$ cat src/rtl/alu_seq_pkg.sv
// rtl/alu_seq_pkg.sv - shared constants for the ALU front-panel sequencer
package alu_seq_pkg;

   localparam int STATE_W    = 3;
   localparam int OP_LEN_DEF = 6;

   localparam logic [STATE_W-1:0] S_A    = 3'd0;
   localparam logic [STATE_W-1:0] S_B    = 3'd1;
   localparam logic [STATE_W-1:0] S_OP   = 3'd2;
   localparam logic [STATE_W-1:0] S_EXEC = 3'd3;
   localparam logic [STATE_W-1:0] S_SHOW = 3'd4;

   // Entry states echo the switches on the LEDs; the rest show the result.
   function automatic logic is_entry_state(input logic [STATE_W-1:0] st);
      return (st == S_A) || (st == S_B) || (st == S_OP);
   endfunction

endpackage

$ cat src/rtl/btn_debounce.sv
// rtl/btn_debounce.sv - 2-FF synchronizer, stability counter and press-edge pulse
module btn_debounce #(
   parameter int DEB_CYCLES = 1000000
) (
   input  logic clk,
   input  logic reset,
   input  logic i_raw,
   output logic o_level,
   output logic o_press
);

   localparam int CNT_W = (DEB_CYCLES > 1) ? $clog2(DEB_CYCLES) : 1;
   localparam logic [CNT_W-1:0] CNT_LAST = CNT_W'(DEB_CYCLES - 1);

   logic             sync1_q, sync1_d;
   logic             sync2_q, sync2_d;
   logic             level_q, level_d;
   logic             level_dly_q, level_dly_d;
   logic             press_q, press_d;
   logic [CNT_W-1:0] cnt_q, cnt_d;

   always_comb begin
      sync1_d     = i_raw;
      sync2_d     = sync1_q;
      level_d     = level_q;
      level_dly_d = level_q;
      press_d     = level_q & ~level_dly_q;
      cnt_d       = '0;
      // The counter only runs while the synced input disagrees with the accepted level.
      if (sync2_q != level_q) begin
         if (cnt_q == CNT_LAST) begin
            level_d = sync2_q;
         end else begin
            cnt_d = cnt_q + CNT_W'(1);
         end
      end
   end

   always_ff @(posedge clk or posedge reset) begin
      if (reset) begin
         sync1_q     <= 1'b0;
         sync2_q     <= 1'b0;
         level_q     <= 1'b0;
         level_dly_q <= 1'b0;
         press_q     <= 1'b0;
         cnt_q       <= '0;
      end else begin
         sync1_q     <= sync1_d;
         sync2_q     <= sync2_d;
         level_q     <= level_d;
         level_dly_q <= level_dly_d;
         press_q     <= press_d;
         cnt_q       <= cnt_d;
      end
   end

   assign o_level = level_q;
   assign o_press = press_q;

endmodule

$ cat src/rtl/alu_op_sequencer.sv
// rtl/alu_op_sequencer.sv - guided A -> B -> OP -> EXEC -> SHOW entry FSM for the shared ALU
module alu_op_sequencer
   import alu_seq_pkg::*;
#(
   parameter int BUS_LEN    = 8,
   parameter int OP_LEN     = OP_LEN_DEF,
   parameter int DEB_CYCLES = 1000000,
   parameter int ALU_LAT    = 1
) (
   input  logic               clk,
   input  logic               reset,
   input  logic [BUS_LEN-1:0] i_sw,
   input  logic               i_btn_enter,
   input  logic               i_btn_back,
   output logic [BUS_LEN-1:0] o_ope1,
   output logic [BUS_LEN-1:0] o_ope2,
   output logic [OP_LEN-1:0]  o_opcode,
   output logic               o_start,
   input  logic [BUS_LEN-1:0] i_alu_result,
   output logic [BUS_LEN-1:0] o_led,
   output logic [2:0]         o_state,
   output logic               o_result_valid
);

   localparam int LAT_W = (ALU_LAT > 0) ? $clog2(ALU_LAT + 1) : 1;
   localparam logic [LAT_W-1:0] LAT_LAST = LAT_W'(ALU_LAT);

   logic               enter_press;
   logic               back_press;

   logic [STATE_W-1:0] state_q, state_d;
   logic [BUS_LEN-1:0] ope1_q, ope1_d;
   logic [BUS_LEN-1:0] ope2_q, ope2_d;
   logic [OP_LEN-1:0]  opcode_q, opcode_d;
   logic [BUS_LEN-1:0] result_q, result_d;
   logic               valid_q, valid_d;
   logic [LAT_W-1:0]   lat_cnt_q, lat_cnt_d;

   btn_debounce #(.DEB_CYCLES(DEB_CYCLES)) u_deb_enter (
      .clk     (clk),
      .reset   (reset),
      .i_raw   (i_btn_enter),
      .o_level (),
      .o_press (enter_press)
   );

   btn_debounce #(.DEB_CYCLES(DEB_CYCLES)) u_deb_back (
      .clk     (clk),
      .reset   (reset),
      .i_raw   (i_btn_back),
      .o_level (),
      .o_press (back_press)
   );

   always_comb begin
      state_d   = state_q;
      ope1_d    = ope1_q;
      ope2_d    = ope2_q;
      opcode_d  = opcode_q;
      result_d  = result_q;
      valid_d   = valid_q;
      lat_cnt_d = lat_cnt_q;
      o_start   = 1'b0;

      case (state_q)
         S_EXEC: begin
            // Buttons are deliberately ignored here so a result is always captured.
            o_start = (lat_cnt_q == '0);
            if (lat_cnt_q == LAT_LAST) begin
               result_d = i_alu_result;
               valid_d  = 1'b1;
               state_d  = S_SHOW;
            end else begin
               lat_cnt_d = lat_cnt_q + LAT_W'(1);
            end
         end
         S_A, S_B, S_OP, S_SHOW: begin
            if (back_press) begin
               state_d = S_A;
               valid_d = 1'b0;
            end else if (enter_press) begin
               case (state_q)
                  S_A: begin
                     ope1_d  = i_sw;
                     state_d = S_B;
                  end
                  S_B: begin
                     ope2_d  = i_sw;
                     state_d = S_OP;
                  end
                  S_OP: begin
                     opcode_d  = i_sw[OP_LEN-1:0];
                     lat_cnt_d = '0;
                     state_d   = S_EXEC;
                  end
                  default: begin
                     valid_d = 1'b0;
                     state_d = S_A;
                  end
               endcase
            end
         end
         default: state_d = S_A;
      endcase
   end

   always_ff @(posedge clk or posedge reset) begin
      if (reset) begin
         state_q   <= S_A;
         ope1_q    <= '0;
         ope2_q    <= '0;
         opcode_q  <= '0;
         result_q  <= '0;
         valid_q   <= 1'b0;
         lat_cnt_q <= '0;
      end else begin
         state_q   <= state_d;
         ope1_q    <= ope1_d;
         ope2_q    <= ope2_d;
         opcode_q  <= opcode_d;
         result_q  <= result_d;
         valid_q   <= valid_d;
         lat_cnt_q <= lat_cnt_d;
      end
   end

   assign o_ope1         = ope1_q;
   assign o_ope2         = ope2_q;
   assign o_opcode       = opcode_q;
   assign o_state        = state_q;
   assign o_result_valid = valid_q;
   // The previous result stays on the LEDs while a new operation executes.
   assign o_led          = is_entry_state(state_q) ? i_sw : result_q;

endmodule

$ cat config.mk
export PLATFORM = sky130hd
export DESIGN_NAME = alu_op_sequencer
export DESIGN_NICKNAME = d
export VERILOG_FILES = /design/src/rtl/alu_seq_pkg.sv /design/src/rtl/btn_debounce.sv /design/src/rtl/alu_op_sequencer.sv
export SDC_FILE = /design/constraint.sdc
export NUM_CORES = 1
export LEC_CHECK = 0
export BUFFER_PORTS_ARGS = -buffer_cell sky130_fd_sc_hd__buf_2
export CORE_UTILIZATION = 64
export CTS_BUF_LIST = sky130_fd_sc_hd__clkbuf_4 sky130_fd_sc_hd__clkbuf_8
export DETAILED_ROUTE_END_ITERATION = 12
export HOLD_SLACK_MARGIN = 0.12
export MAX_ROUTING_LAYER = met4
export PLACE_DENSITY = 0.88
export SETUP_SLACK_MARGIN = 0.15
export SYNTH_ARGS = -nofsm -noshare
export SYNTH_HDL_FRONTEND = slang
export SYNTH_SLANG_ARGS = --single-unit
$ cat constraint.sdc
create_clock -name clk -period 5.78 [get_ports clk]
set_clock_uncertainty 0.2 [all_clocks]
set_input_delay 1.156 -clock clk [delete_from_list [all_inputs] [get_ports clk]]
set_output_delay 1.156 -clock clk [all_outputs]
set_load 0.05 [all_outputs]
After elaboration in Yosys (flattened, before gate mapping)
Cells that the tools add are included.
Storage, ports and cells
  register bits: 85
  latch bits: 0
  memory bits (writable): 0
  ROM bits: 0
  bits of input ports: 20
  output and inout port bits: 35
  logic and storage cells: 78
  memories kept: 0
Operators by class
  add/sub/neg operators: 3
  $mul: 0
  divide/modulo/power cells: 0
  order comparisons: 0
  equality and inequality tests: 14
  shift operators: 0
  multiplexer cells: 21
  bitwise gates (word level): 6
  reduce and logical (&&, ||, !) cells: 15
Operator list (count)
  20-bit two-way mux: 4
  20-bit by 1-bit adder with 20-bit output (second input constant): 2
  20-bit == test (second input constant): 2
  4-bit AND reduction: 5
  1-bit two-way mux: 9
  3-bit two-way mux: 3
  8-bit two-way mux: 1
  2-bit AND reduction: 4
  3-bit by 2-bit == test with 1-bit output (second input constant): 2
  2-bit inequality test (second input constant): 3
  2-bit case mux with 3 select lines: 1
  3-bit case mux with 2 select lines: 1
  1-bit NOT: 4
  1-bit case mux with 2 select lines: 2
  4-bit OR reduction: 1
  3-bit by 1-bit == test with 1-bit output (second input constant): 1
  3-bit == test (second input constant): 1
  3-bit zero test: 1
  3-bit by 1-bit inequality test with 1-bit output (second input constant): 1
  3-bit by 2-bit inequality test with 1-bit output (second input constant): 1
  3-bit OR reduction: 1
  1-bit bitwise AND: 2
  1-bit logical OR: 2
  1-bit inequality test: 2
  3 further kinds: 3

Depth between registers and ports, before layout
Gate-level depths: netlist (run 1).
  word-level depth: 6
  gate-level depth with buffers: 6

By module
A second synthesis (run 1) with hierarchy kept.
Second synthesis, totals
  cells, all modules: 332
  area total of the unflattened synthesis: 3925.0 um2
Modules (own cells, without submodules)
  alu_op_sequencer: times used 1, cells an instance 107, area each 1549.0 um2
  btn_debounce (u_deb_enter): times used 1, cells an instance 111, area each 1207.4 um2
  btn_debounce (u_deb_back): times used 1, cells an instance 114, area each 1168.6 um2

Worst setup path before layout (run 1)
No wires, ideal clock.
  kind: flip-flop to output port
  start: register state_q[0], in the netlist o_state[0]
  end: output port o_led[0]
  arrival time: 1.820 ns
  required time: 4.424 ns
  path slack: 2.604 ns
  stages on the path, launching flop included: 4
  path buffers: 1
  path through: dfrtp_1 clkbuf_1 a21oi_1 mux2_2
Between the ends
  cells in the longest elaborated chain, start to end: 4
Ends and longest elaborated chain
  start: declaration: line alu_op_sequencer.sv:31  | logic [STATE_W-1:0] state_q, state_d;
  start signal: assignment: line alu_op_sequencer.sv:117  | state_q <= state_d;
  3-bit by 1-bit == test with 1-bit output or 3-bit zero test (tied branches): line alu_seq_pkg.sv:15  | return (st == S_A) || (st == S_B) || (st == S_OP);
  1-bit logical OR: line alu_seq_pkg.sv:15
  1-bit logical OR *: line alu_seq_pkg.sv:15
  8-bit two-way mux *: line alu_op_sequencer.sv:133  | assign o_led = is_entry_state(state_q) ? i_sw : result_q;
  end: declaration: line alu_op_sequencer.sv:20  | output logic [BUS_LEN-1:0] o_led,
Every way passes the cells marked *; elsewhere a longest branch is shown, timed or not.

Worst setup path after layout (run 1)
  start: register state_q[0], in the netlist o_state[0]
  end: output port o_led[7]
The elaborated chain is that of the path after synthesis.

==> out/qor.yml, run 1 <==
outcome:
  status: "complete, no violations"
floorplan:
  fp.dieW_um: 79.25
  ios: 55
  core-area_um2: 5642
  initial_core_util_pct: 67.69
  num_rows: 27
  fp.dieH_um: 79.25
  die_area_um2: 6280
place:
  io_buffers: 54
  placed_area_um2: 4172
  gp_congestion: 0.8355
  dpl.hpwl_um: 5328
grt:
  grt_pass1_vias: 2676
  antenna_found_initial: 0
  grt_usage_pct: 26.41
  grt_max_degree: 66
  grt_pass1_wl_um: 12250
  grt_overflow: 0
cells_and_area:
  drive_above_1_share_pct: 30.08
  nNetsFinal: 417
  finish.instance_area_um2: 4355
  diodes: 0
  syn2layout_area_growth_pct: 14.06
timing:
  maxSlewHeadroom_pct: 41.22
  slew_viol_final: 0
  hold_viol: 0
  finalCritPeriodShare_pct: 61.65
  fmax_mhz: 280.6
  fin_tns_setup_ns: 0
  whs_ns: 0.1623
  rsz0062_at_grt: "false"
  tightest_slew_ns: 0.8816
  fin_crit_ns: 3.563
  setup_viol: 0
worst_setup_path:
  worstPathRequired_ns: 4.42
  end_kind: "output port"
  critPathArrivalTime_ns: 2.21
  worstRegToRegCells: 6
  crit_fanout: 13
  worst-setup-path-type: "reg2out"
  worstSetupStartpointType: "flop"
min_path:
  holdPathStages: 0
  hold_path.class: "reg2reg"
clocking:
  cts_hold_buf: 0
  insertion_delay_ns: 0.34
  htreeDepth: 3
  cts_root_buf: "clkbuf_8"
  clkSinkCount: 85
  numCtsBuffers: 9
  clock_path_buffers: 2
  tritoncts: "yes"
  cts_resized: 0
  clk_pin_slew_ns: 0.08
  cts_setup_buffers: 0
power:
  p_leak_uw: 0.001938
  fin_total_pwr_uw: 1114
  vdd_drop_max_uv: 171.0
  p_per_area_nw_per_um2: 255.9
detailed_routing:
  wl_um: 7437
  drc: 0
  avgViaCountPerCell: 5.911
  postRouteAntennaNets: 0
  first_pass_iters: 4
  vias: 2784
  wl_per_cell_um: 15.79
  drt_iter0_markers: 200
synth:
  syn_area_um2: 3819
  yosysSeqAreaShare_pct: 55.70
  synth_seq_cells: 85
  synth_edf_count: 0
  yosysUniqueCellTypes: 38
  avgSynthCellArea_um2: 11.37
  mappedNetlistNets: 358
  synth_top_flop_cell: "dfrtp_1"
  yosysWarnings: 0
  ys_async_sr_fraction_pct: 100.0
  synthCells: 336
flow_run:
  drv_cap: 0
==> cell families (layout without fill, tap and decap cells) <==
kind of cell,Yosys count,count (layout),synth area share (%)
AND/OR/NAND/NOR,129,129,18.35
flip-flops,85,85,55.70
multiplexers,40,40,11.80
AO/OA/AOI/OAI,35,35,5.472
XOR/XNOR,27,27,6.193
buffers and inverters,18,81,1.835
adder cells (fa/ha/maj),2,2,0.6552
==> synthesized netlist by cell type, types with 2 or more instances <==
library cell,instances,share of area (%)
clkbuf_1,7,0.69
o21ai_0,9,1.2
nor3_1,8,1.0
o31ai_1,5,0.98
nand4bb_1,2,0.59
nor4b_1,2,0.46
inv_1,9,0.88
dfrtp_1,85,56
nand2_1,13,1.3
nand2b_1,2,0.33
ha_1,2,0.66
or4_1,2,0.39
nand4b_1,3,0.69
or3_1,4,0.66
nand4_1,8,1.3
nor4_1,7,1.1
nor2_1,39,3.8
a21oi_1,16,2.1
mux2_2,40,12
nand3b_1,4,0.79
buf_2,2,0.26
nand3_1,18,2.4
xnor2_1,18,4.1
and3_1,7,1.1
nor2b_1,3,0.49
xor2_1,9,2.1
==> worst max-delay path, cell delays in order (launching register included) <==
cell and delay [ns]:
dfrtp_1 0.51, a21oi_1 0.74, mux2_2 0.41, buf_2 0.21
==> per-layer routing <==
layer | vias to the layer above | part of all wire, % | global-route usage (%)
met5 | - | 0 | -
met3 | 18 | 5.4 | 5.057
met1 | 1356 | 43 | 33.36
met4 | 0 | 1.9 | 11.09
li1 | 1307 | - | -
met2 | 103 | 49 | 42.07
==> sequential cells by signal, indices dropped and copies added (netlist names) <==
| name | flops |
|---|---|
| u_deb_enter.sync1_q | 1 |
| u_deb_back.sync2_q | 1 |
| u_deb_enter.sync2_q | 1 |
| u_deb_enter.cnt_q | 20 |
| o_result_valid | 1 |
| u_deb_back.sync1_q | 1 |
| u_deb_back.level_dly_q | 1 |
| o_state | 3 |
| u_deb_enter.level_dly_q | 1 |
| u_deb_enter.o_level | 1 |
| u_deb_back.o_level | 1 |
| lat_cnt_q | 1 |
| o_opcode | 6 |
| o_ope1 | 8 |
| u_deb_back.cnt_q | 20 |
| u_deb_enter.o_press | 1 |
| o_ope2 | 8 |
| result_q | 8 |
| u_deb_back.o_press | 1 |
==> worst paths after layout <==
kind	start	end	slack [ns]
max	o_state[0]	o_led[7]	2.22
max in group asynchronous	reset	u_deb_enter.cnt_q[14]	3.74
min in group asynchronous	reset	u_deb_back.cnt_q[0]	0.56
max reg2reg	u_deb_enter.cnt_q[0]	u_deb_enter.cnt_q[7]	3.46
min	u_deb_enter.sync1_q	u_deb_enter.sync2_q	0.16
min reg2reg	u_deb_enter.sync1_q	u_deb_enter.sync2_q	0.16
==> cells in the final DEF (no fill, tap or decap), drive strengths merged, types with 2 or more instances in the layout <==
cell type,synthesis,layout
a21oi,16,16
and3,7,7
buf,2,57
clkbuf,7,10
clkinv,0,4
dfrtp,85,85
ha,2,2
inv,9,8
mux2,40,40
nand2,13,13
nand2b,2,2
nand3,18,18
nand3b,4,4
nand4,9,9
nand4b,3,3
nand4bb,2,2
nor2,39,39
nor2b,3,3
nor3,8,8
nor4,7,7
nor4b,2,2
o21ai,9,9
o31ai,6,6
or3,5,5
or4,3,3
xnor2,18,18
xor2,9,9
==> stage by stage <==
stage,util [%],instances,setup slack (ns)
2_1_floorplan,-,336,2.231
3_3_place_gp,73.94,456,2.604
3_5_place_dp,73.94,456,2.579
4_1_cts,77.20,471,2.194
5_1_grt,77.20,471,2.119
6_report,77.20,471,2.217
==> where the power goes <==
part	switching [µW]	internal, µW	total [µW]
sequential	9.88	610	619
clock	199	200	399
combinational	68.8	26.7	95.6
total	278	836	1110
==> final cells by class <==
class,count,area [µm²]
Clock buffer,10,131.4
Multi-Input combinational cell,233,1627
Sequential cell,85,2127
Clock inverter,5,52.55
Tap cell,72,90.09
Inverter,9,35.03
Fill cell,373,1286
Timing Repair Buffer,57,292.8
(Power assumes the default switching activity.)
==> inputs of run 2 (changes only) <==
- ABC_AREA: unset -> 1
- CORE_UTILIZATION: 64 -> 54
- PLACE_DENSITY: 0.88 -> 0.78
- clock period: 5.78 -> 3.2 ns (I/O delays scaled with it)
==> run 2 against run 1 <==
  * Sequential power grew 78%
  * Critical path depth rose by 1
  * Area after synthesis grew 7.6%
  * First-iteration DRC count fell by 40%
  * Synthesized cell count increased by 40%
  * Global-route usage down 4.4 points
  * Core utilization down 13 points
==> out/qor.yml, run 2 <==
synth:
  synth_most_common_cell: "nand2_1"  # was dfrtp_1
  yosysSeqAreaShare_pct: 51.75  # was 55.70%
  synth_common_cells: "101 x nand2_1, 85 x dfrtp_1, 81 x nor2_1, 49 x inv_1, 24 x o21ai_0"  # was 85 x dfrtp_1, 40 x mux2_2, 39 x nor2_1, 18 x nand3_1, 18 x xnor2_1
  ys_async_sr_fraction_pct: 100.0  # unchanged
  synthCells: 470  # was 336
  yosysTopAreaCell: "dfrtp_1"  # unchanged
  syn_area_um2: 4110  # was 3819 µm²
  yosysWarnings: 0  # unchanged
  synth_seq_cells: 85  # unchanged
  avgSynthCellArea_um2: 8.745  # was 11.37 µm²
  synth_edf_count: 0  # unchanged
  ys_top_cells_by_area: "dfrtp_1 52%, nand2_1 9.2%, nor2_1 7.4%, inv_1 4.5%, o21ai_0 2.9%"  # was dfrtp_1 56%, mux2_2 12%, xnor2_1 4.1%, nor2_1 3.8%, nand3_1 2.4%
  yosysUniqueCellTypes: 33  # was 38
  mappedNetlistNets: 492  # was 358
  yosys.area.top_type_share_pct: 51.75  # was 55.70%
  synth_top_flop_cell: "dfrtp_1"  # unchanged
power:
  power_switching_uw: 449.2  # was 278.2 µW
  p_int_uw: 1575  # was 836.3 µW
  clkPwrFrac_pct: 40.9  # was 35.8%
  vdd_drop_max_uv: 236.1  # was 171.0 µV
  p_per_area_nw_per_um2: 429.3  # was 255.9 nW/µm²
  fin_total_pwr_uw: 2024  # was 1114 µW
  p_leak_uw: 0.002159  # was 0.001938 µW
  sequentialPowerShare_pct: 54.1  # was 55.6%
  comb_power_share_pct: 5.0  # was 8.6%
  swShare_pct: 22.19  # was 24.96%
worst_setup_path:
  critical_path.max_stage_delay_ns: 0.45  # was 0.74 ns
  endpoint: "o_led[4]"  # was o_led[7]
  worstSetupStartpointType: "flop"  # unchanged
  worstPathRequired_ns: 2.36  # was 4.42 ns
  critPathTopFamily: "flip-flops"  # was compound AO/OA/AOI/OAI gates
  r2r_slack_ns: 1.27  # was 3.46 ns
  worstRegToRegCells: 6  # unchanged
  worst-path-stages: 4  # was 3
  critPathArrivalTime_ns: 1.63  # was 2.21 ns
  startpoint: "o_state[1]"  # was o_state[0]
  cp_cell_sequence: "nand2_2 > nand2_4 > o21ai_0 > buf_2"  # was a21oi_1 > mux2_2 > buf_2
  cp.buffers_inverters: 1  # unchanged
  crit_fanout: 18  # was 13
  slowest_stage: "dfrtp_1"  # was a21oi_1
  r2r-end: "o_opcode[1]"  # was u_deb_enter.cnt_q[7]
  worst-setup-path-type: "reg2out"  # unchanged
  end_kind: "output port"  # unchanged
  r2r-start: "o_state[1]"  # was u_deb_enter.cnt_q[0]
clocking:
  cts_hold_buf: 0  # unchanged
  numCtsBuffers: 9  # unchanged
  clk_pin_slew_ns: 0.09  # was 0.08 ns
  htreeDepth: 3  # unchanged
  tritoncts: "yes"  # unchanged
  cts_resized: 0  # unchanged
  insertion_delay_ns: 0.35  # was 0.34 ns
  clock_path_buffers: 2  # unchanged
  cts_root_buf: "clkbuf_8"  # unchanged
  cts_setup_buffers: 0  # unchanged
  clkSinkCount: 85  # unchanged
cells_and_area:
  nNetsFinal: 554  # was 417
  syn2layout_area_growth_pct: 14.73  # was 14.06%
  mostFrequentLayoutCells: "101 x nand2_1, 85 x dfrtp_1, 81 x nor2_1"  # was 85 x dfrtp_1, 54 x buf_2, 40 x mux2_2
  diodes: 0  # unchanged
  drive_above_1_share_pct: 22.76  # was 30.08%
  finish.instance_area_um2: 4716  # was 4355 µm²
  final_common_cell: "nand2_1"  # was dfrtp_1
  fillers: 623  # was 373
  reg_top3: "u_deb_back.cnt_q x20, u_deb_enter.cnt_q x20"  # unchanged
detailed_routing:
  drt_iter0_markers: 120  # was 200
  postRouteAntennaNets: 0  # unchanged
  drc: 0  # unchanged
  wl_per_cell_um: 12.47  # was 15.79 µm
  vias: 3226  # was 2784
  avgViaCountPerCell: 5.080  # was 5.911
  first_pass_iters: 5  # was 4
  wl_um: 7918  # was 7437 µm
grt:
  antenna_found_initial: 0  # unchanged
  grt_overflow: 0  # unchanged
  grt_pass1_vias: 2904  # was 2676
  grt_pass1_wl_um: 13030  # was 12250 µm
  grt_usage_pct: 22.05  # was 26.41%
  grt_max_degree: 44  # was 66
floorplan:
  core-area_um2: 7292  # was 5642 µm²
  ios: 55  # unchanged
  num_rows: 31  # was 27
  fp.dieW_um: 89.25  # was 79.25 µm
  fp.dieH_um: 89.25  # was 79.25 µm
  die_area_um2: 7965  # was 6280 µm²
  initial_core_util_pct: 56.37  # was 67.69%
place:
  dp_slack_ns: 1.087  # was 2.579 ns
  placed_area_um2: 4494  # was 4172 µm²
  dpl.hpwl_um: 5874  # was 5328 µm
  io_buffers: 54  # unchanged
  gp_congestion: 0.8907  # was 0.8355
timing:
  rsz0062_at_grt: "false"  # unchanged
  setup_viol: 0  # unchanged
  tightest_slew_ns: 0.7337  # was 0.8816 ns
  worst_slack_ns: 0.7260  # was 2.217 ns
  maxSlewHeadroom_pct: 51.03  # was 41.22%
  fin_crit_ns: 2.474
  fin_tns_setup_ns: 0  # unchanged
  hold_viol: 0  # unchanged
  finalCritPeriodShare_pct: 77.31
  fmax_mhz: 404.2
  slew_viol_final: 0  # unchanged
flow_run:
  drv_cap: 0  # unchanged
outcome:
  status: "complete, no violations"  # unchanged
min_path:
  hold_path.class: "reg2reg"  # unchanged
## run 2: layout make-up
cell class                 count  area [µm²]  area share (%)
clock buffer                  10       137.6           2.919
clock inverter                 5       83.83           1.778
inverter                      53       202.7           4.298
multi-input combinational    328        1750           37.12
sequential                    85        2127           45.10
tap                           99       123.9           2.627
timing repair buffer          55       290.3           6.155
## run 2: worst min-delay path by stage
stage | from | endpoint | slack (ns) | cells after the start
detailed placement | u_deb_back.sync1_q | u_deb_back.sync2_q | 0.14 | 0
CTS | u_deb_back.sync1_q | u_deb_back.sync2_q | 0.16 | 0
global placement | u_deb_back.sync1_q | u_deb_back.sync2_q | 0.13 | 0
floorplan | u_deb_back.sync1_q | u_deb_back.sync2_q | 0.13 | 0
finish | u_deb_back.sync1_q | u_deb_back.sync2_q | 0.15 | 0
global route | u_deb_back.sync1_q | u_deb_back.sync2_q | 0.17 | 0
## run 2: power by group through the flow
stage | clock network [µW] | registers, µW | logic (µW)
3_3_place_gp | 0 | 1120 | 101
6_report | 828 | 1100 | 100
5_1_grt | 894 | 1100 | 115
2_1_floorplan | 0 | 1110 | 70.8
4_1_cts | 843 | 1100 | 103
3_5_place_dp | 0 | 1120 | 103
## run 2: routing by layer
metal / wire (µm) / up-vias / part of all wire, % / GRT usage [%]
met4: 165 / 0 / 2.1 / 9.091
met5: 0 / - / 0 / -
met3: 369 / 16 / 4.7 / 3.232
met1: 3792 / 1497 / 48 / 28.65
li1: - / 1615 / - / -
met2: 3591 / 98 / 45 / 34.84
## run 2: logic make-up (layout without fill, tap and decap cells)
kind of cell / Yosys count / count (layout) / synth area share [%]
flip-flops: 85 / 85 / 51.75
buffers and inverters: 57 / 123 / 5.662
multiplexers: 8 / 8 / 2.192
AO/OA/AOI/OAI: 51 / 51 / 7.336
XOR/XNOR: 20 / 20 / 4.262
AND/OR/NAND/NOR: 247 / 247 / 28.19
adder cells (fa/ha/maj): 2 / 2 / 0.6087
## run 2: per-stage QoR
stage | utilization [%] | std cells | hold slack [ns]
5_1_grt | 64.67 | 635 | 0.1651
2_1_floorplan | - | 470 | 0.1312
3_3_place_gp | 61.63 | 620 | 0.1344
4_1_cts | 64.67 | 635 | 0.1562
3_5_place_dp | 61.63 | 620 | 0.1379
6_report | 64.67 | 635 | 0.1532
